$ cat src/rtl/regfile_ctrl_pkg.sv
// Shared definitions for the register-file write-port controller.
// Default geometry and the two-state FSM encoding.
package regfile_ctrl_pkg;

    localparam int DEF_NREQ   = 3;
    localparam int DEF_ADDR_W = 5;
    localparam int DEF_DATA_W = 32;

    typedef enum logic {
        ST_INIT = 1'b0,
        ST_ARB  = 1'b1
    } state_t;

endpackage

$ cat src/rtl/regfile_write_arbiter_rr_arbiter.sv
// Round-robin grant search, purely combinational.
// Returns a one-hot grant and its index, starting the search at i_ptr.
module rr_arbiter #(
    parameter int NREQ  = 3,
    parameter int IDX_W = 2
) (
    input  logic [NREQ-1:0]  i_req,
    input  logic [IDX_W-1:0] i_ptr,
    output logic [NREQ-1:0]  o_grant,
    output logic [IDX_W-1:0] o_idx,
    output logic             o_any
);

    int w_j;

    // First set request at or after the pointer, wrapping around.
    always_comb begin
        o_grant = '0;
        o_idx   = '0;
        o_any   = 1'b0;
        w_j     = 0;
        for (int k = 0; k < NREQ; k++) begin
            w_j = (int'(i_ptr) + k) % NREQ;
            if (!o_any && i_req[w_j]) begin
                o_any        = 1'b1;
                o_grant[w_j] = 1'b1;
                o_idx        = IDX_W'(w_j);
            end
        end
    end

endmodule

$ cat src/rtl/regfile_write_arbiter.sv
// Owner of the register file write port: init sweep, then
// round-robin sharing among writeback requesters.
module regfile_write_arbiter
    import regfile_ctrl_pkg::*;
#(
    parameter int                 NREQ       = DEF_NREQ,
    parameter int                 ADDR_W     = DEF_ADDR_W,
    parameter int                 DATA_W     = DEF_DATA_W,
    parameter logic [DATA_W-1:0]  INIT_VALUE = '0
) (
    input  logic                   CLK,
    input  logic                   RST_N,
    input  logic [NREQ-1:0]        REQ_VALID,
    input  logic [NREQ*ADDR_W-1:0] REQ_ADDR,
    input  logic [NREQ*DATA_W-1:0] REQ_DATA,
    output logic [NREQ-1:0]        REQ_READY,
    input  logic                   CLEAR,
    output logic                   WE3,
    output logic [ADDR_W-1:0]      A3,
    output logic [DATA_W-1:0]      WD3,
    output logic                   INIT_BUSY
);

    localparam int PTR_W = (NREQ > 1) ? $clog2(NREQ) : 1;

    state_t              r_state;
    state_t              w_state_nxt;
    logic [ADDR_W-1:0]   r_cnt;
    logic [PTR_W-1:0]    r_ptr;
    logic                r_we;
    logic [ADDR_W-1:0]   r_a3;
    logic [DATA_W-1:0]   r_wd3;
    logic                r_last_sweep;

    logic [NREQ-1:0]     w_req;
    logic [NREQ-1:0]     w_grant;
    logic [PTR_W-1:0]    w_idx;
    logic                w_any;
    logic                w_cnt_last;

    assign w_cnt_last = (r_cnt == {ADDR_W{1'b1}});

    rr_arbiter #(
        .NREQ  (NREQ),
        .IDX_W (PTR_W)
    ) u_rr (
        .i_req   (w_req),
        .i_ptr   (r_ptr),
        .o_grant (w_grant),
        .o_idx   (w_idx),
        .o_any   (w_any)
    );

    // FSM state register.
    always_ff @(posedge CLK or negedge RST_N) begin
        if (!RST_N) r_state <= ST_INIT;
        else        r_state <= w_state_nxt;
    end

    // Next state: sweep ends after the last address; CLEAR re-enters the sweep.
    always_comb begin
        w_state_nxt = r_state;
        unique case (r_state)
            ST_INIT: begin
                if (CLEAR)           w_state_nxt = ST_INIT;
                else if (w_cnt_last) w_state_nxt = ST_ARB;
            end
            ST_ARB: begin
                if (CLEAR) w_state_nxt = ST_INIT;
            end
            default: w_state_nxt = ST_INIT;
        endcase
    end

    // Requests only reach the arbiter in ST_ARB with no CLEAR pending.
    always_comb begin
        w_req     = '0;
        REQ_READY = w_grant;
        INIT_BUSY = (r_state == ST_INIT) | r_last_sweep;
        if (r_state == ST_ARB && !CLEAR) w_req = REQ_VALID;
    end

    // Sweep counter, rr pointer and registered write-port outputs.
    always_ff @(posedge CLK or negedge RST_N) begin
        if (!RST_N) begin
            r_cnt        <= '0;
            r_ptr        <= '0;
            r_we         <= 1'b0;
            r_a3         <= '0;
            r_wd3        <= '0;
            r_last_sweep <= 1'b0;
        end else begin
            r_last_sweep <= 1'b0;
            if (CLEAR) begin
                r_cnt <= '0;
                r_we  <= 1'b0;
            end else if (r_state == ST_INIT) begin
                r_we         <= 1'b1;
                r_a3         <= r_cnt;
                r_wd3        <= INIT_VALUE;
                r_cnt        <= r_cnt + 1'b1;
                r_last_sweep <= w_cnt_last;
            end else if (w_any) begin
                r_we  <= 1'b1;
                r_a3  <= REQ_ADDR[w_idx*ADDR_W +: ADDR_W];
                r_wd3 <= REQ_DATA[w_idx*DATA_W +: DATA_W];
                r_ptr <= (w_idx == PTR_W'(NREQ - 1)) ? '0 : w_idx + 1'b1;
            end else begin
                r_we <= 1'b0;
            end
        end
    end

    assign WE3 = r_we;
    assign A3  = r_a3;
    assign WD3 = r_wd3;

endmodule

$ cat config.mk
export PLATFORM = sky130hd
export DESIGN_NAME = regfile_write_arbiter
export DESIGN_NICKNAME = d
export VERILOG_FILES = /design/src/rtl/regfile_ctrl_pkg.sv /design/src/rtl/regfile_write_arbiter_rr_arbiter.sv /design/src/rtl/regfile_write_arbiter.sv
export SDC_FILE = /design/constraint.sdc
export NUM_CORES = 1
export LEC_CHECK = 0
export ABC_CLOCK_PERIOD_IN_PS = 4300
export CAP_MARGIN = 30
export CORE_AREA = 2 2 89 91
export CTS_CLUSTER_SIZE = 20
export DETAILED_ROUTE_END_ITERATION = 7
export DIE_AREA = 0 0 91 93
export GPL_ROUTABILITY_DRIVEN = 0
export PLACE_DENSITY = 0.84
export SLEW_MARGIN = 10
export SYNTH_ARGS = -nofsm -noshare
export SYNTH_HDL_FRONTEND = slang
export SYNTH_SLANG_ARGS = --single-unit
$ cat constraint.sdc
create_clock -name CLK -period 4.3 [get_ports CLK]
set_input_delay 0.86 -clock CLK [delete_from_list [all_inputs] [get_ports CLK]]
set_output_delay 0.86 -clock CLK [all_outputs]
set_load 0.05 [all_outputs]
==> metrics.txt <==
status=complete, no violations; Syn Inst Count=341; Slew Limit Fails=0; Yosys warning count=0; clk_lat worst skew=0.30 ns; Placed Area=4870 µm²; I/O Pins=159; crit path time final=3.82 ns; ys async rst share=100%; Pleak=2.10 nW; endpoints failing setup=0; part of the Yosys area used for sequential elements=36.9%; die area=8460 µm²; CP top delay family=compound AO/OA/AOI/OAI gates; Initial Utilization=42.3%; Crit Reg-Reg Startpoint=r_ptr[0]; Max IR drop VDD=0.000104 V; antenna cell count=0; final hold violation count=0; post-cts resize count=0; Hold WS=0.516 ns; Netlist cell types=49; Yosys reg bits=47; crit path launch type=primary input; WHS Path Cells=2; grt ovf=0; CP Cell Sequence=clkdlybuf4s50_1 -> nand2b_1 -> a221oi_4 -> a22oi_1 -> o21ai_0 -> buf_12; clk root buf=clkbuf_8; CP bufs+invs=2; fin area=4950 µm²; Row Count=32; CTS tree=done; PortBufs=158; clock transition at the registers of the reported paths=0.08 ns; Primary FF master, synth=dfrtp_1; final setup TNS=0 ns; wire length of the first global-routing pass=16.5 mm; max cap viols=0; WL/cell=17.5 µm; drt pass-1 iters=4; skew final=0.0110 ns; mapped cell area=3190 µm²; Yosys top cell by area=dfrtp_1; WP data required=3.44 ns; most common cell after layout, fill and taps aside=clkdlybuf4s50_1; P per Cell Area=201 nW/µm²; syn_nets=464; Total Wirelength=10.2 mm; CP max stage cell=clkdlybuf4s50_1; DRT iter0 DRCs=170; nets=607; Worst Hold End=WD3[29]; vias per std cell=5.76; worst r2r path cells=8; vias in the first global route=3,465; via count=3,378; Final period util=88.9%; most frequent cells in the layout=clkdlybuf4s50_1, nand4_1, dfrtp_1; All-Layer GR Usage=23.9%; CTS sink cnt=47; CP max FO=14; initial antenna violation count=0; synth top area cells=dfrtp_1, o2111ai_2, nand4_1, nand2_1, inv_1; Setup Fix Bufs, Post-CTS=0; kind of critical path=primary input to primary output; slowest cell delay on critical path=0.63 ns; largest net degree at the start of global routing=45; cell count along the critical path=6; core area=7530 µm²; Least-Margin Pin Slew=0.713 ns; Detailed Place HPWL=7.69 mm; total power=0.995 mW; number of CTS-inserted buffers=5; ANT nets after route=0; Hold Buf Count CTS=0; hold wc startpoint=WD3[29]; Crit. End Element=primary output; CTS max path bufs=2; CP Data Arrival Time=2.96 ns; unrepaired setup endpoints after global routing=no; FF-to-FF setup slack=1.28 ns; Mean Syn Cell Area=9.35 µm²; Slew headroom=51.5%; Yosys top cell area share=36.9%; share of post-route cells with drive strength above 1=12.8%; Die Y=93 µm; Peak Freq=262 MHz; Post-synth EDFFs=0; # DRC=0; fill count=624; Layout area overhead=55.5%; R2R Path End=WD3[26]; H-tree levels=2; Die W=91 µm; HP Class=flip-flop to flip-flop
[power breakdown]
part	switching [mW]	internal (mW)	leakage, nW
Sequential	0.00907	0.452	0.639
Combinational	0.120	0.141	1.42
Clock	0.146	0.127	0.0470
Total	0.275	0.720	2.10
[sequential cells by signal, indices dropped and copies added (netlist names)]
register and count:
r_cnt 5, r_last_sweep 1, WE3 1, r_state 1
A3 5, WD3 32, r_ptr 2
[cell families (layout without fill, tap and decap cells)]
group                    after synthesis  in the layout  share of synthesized area (%)
AO/OA/AOI/OAI                         67             67                           24.3
XOR/XNOR                               3              3                          0.825
adder cells (fa/ha/maj)                6              6                           2.36
buffers and inverters                 71            214                           9.74
flip-flops                            47             47                           36.9
multiplexers                           6              6                           1.96
AND/OR/NAND/NOR                      141            141                           23.9
[synthesized netlist by cell type (2+ instances only)]
cell / n
nand4_1: 64
dfrtp_1: 47
nand2_1: 45
inv_1: 37
o2111ai_2: 29
clkbuf_1: 20
nor2_1: 11
ha_1: 6
a31oi_1: 5
buf_2: 5
buf_6: 5
nand2b_1: 5
o221ai_1: 5
o22a_1: 5
a21oi_1: 4
mux2i_1: 4
buf_1: 3
o2111ai_1: 3
a221o_1: 2
a22oi_1: 2
and2_1: 2
and3_1: 2
nand3_1: 2
nand3b_1: 2
xor2_1: 2
[per-stage QoR]
step | utilization (%) | setup WS (ns) | std cells
global placement | 64.4 | 0.555 | 578
finish | 65.8 | 0.479 | 586
CTS | 65.8 | 0.475 | 586
global route | 65.8 | 0.358 | 586
floorplan | - | 0.719 | 341
detailed placement | 64.7 | 0.487 | 579
[area by class of cell]
cell class	instances	area [µm²]	area share, %
timing repair buffer	169	1700	34.3
inverter	38	143	2.88
sequential	47	1180	23.7
clock buffer	6	82.6	1.67
tap	102	128	2.58
clock inverter	1	5.00	0.101
multi-input combinational	223	1720	34.7
[tightest hold or removal path, stage by stage (launching register included)]
cell and delay [ns]:
dfrtp_1 0.35, nand2_1 0.06, o2111ai_2 0.07
[per-layer routing]
layer / routed length [µm] / track usage, %
met5: 0 / 0
met4: 233 / 8.21
met3: 777 / 6.37
met2: 5360 / 44.1
met1: 3880 / 26.6
[how the worst max path moves through the flow]
stage,from,to,slack [ns]
after floorplan,r_ptr[0],REQ_READY[1],0.72
after global placement,CLEAR,REQ_READY[1],0.55
after detailed placement,CLEAR,REQ_READY[1],0.49
after CTS,CLEAR,REQ_READY[1],0.47
after global routing,CLEAR,REQ_READY[1],0.36
final,CLEAR,REQ_READY[1],0.48
(Power assumes the default switching activity.)
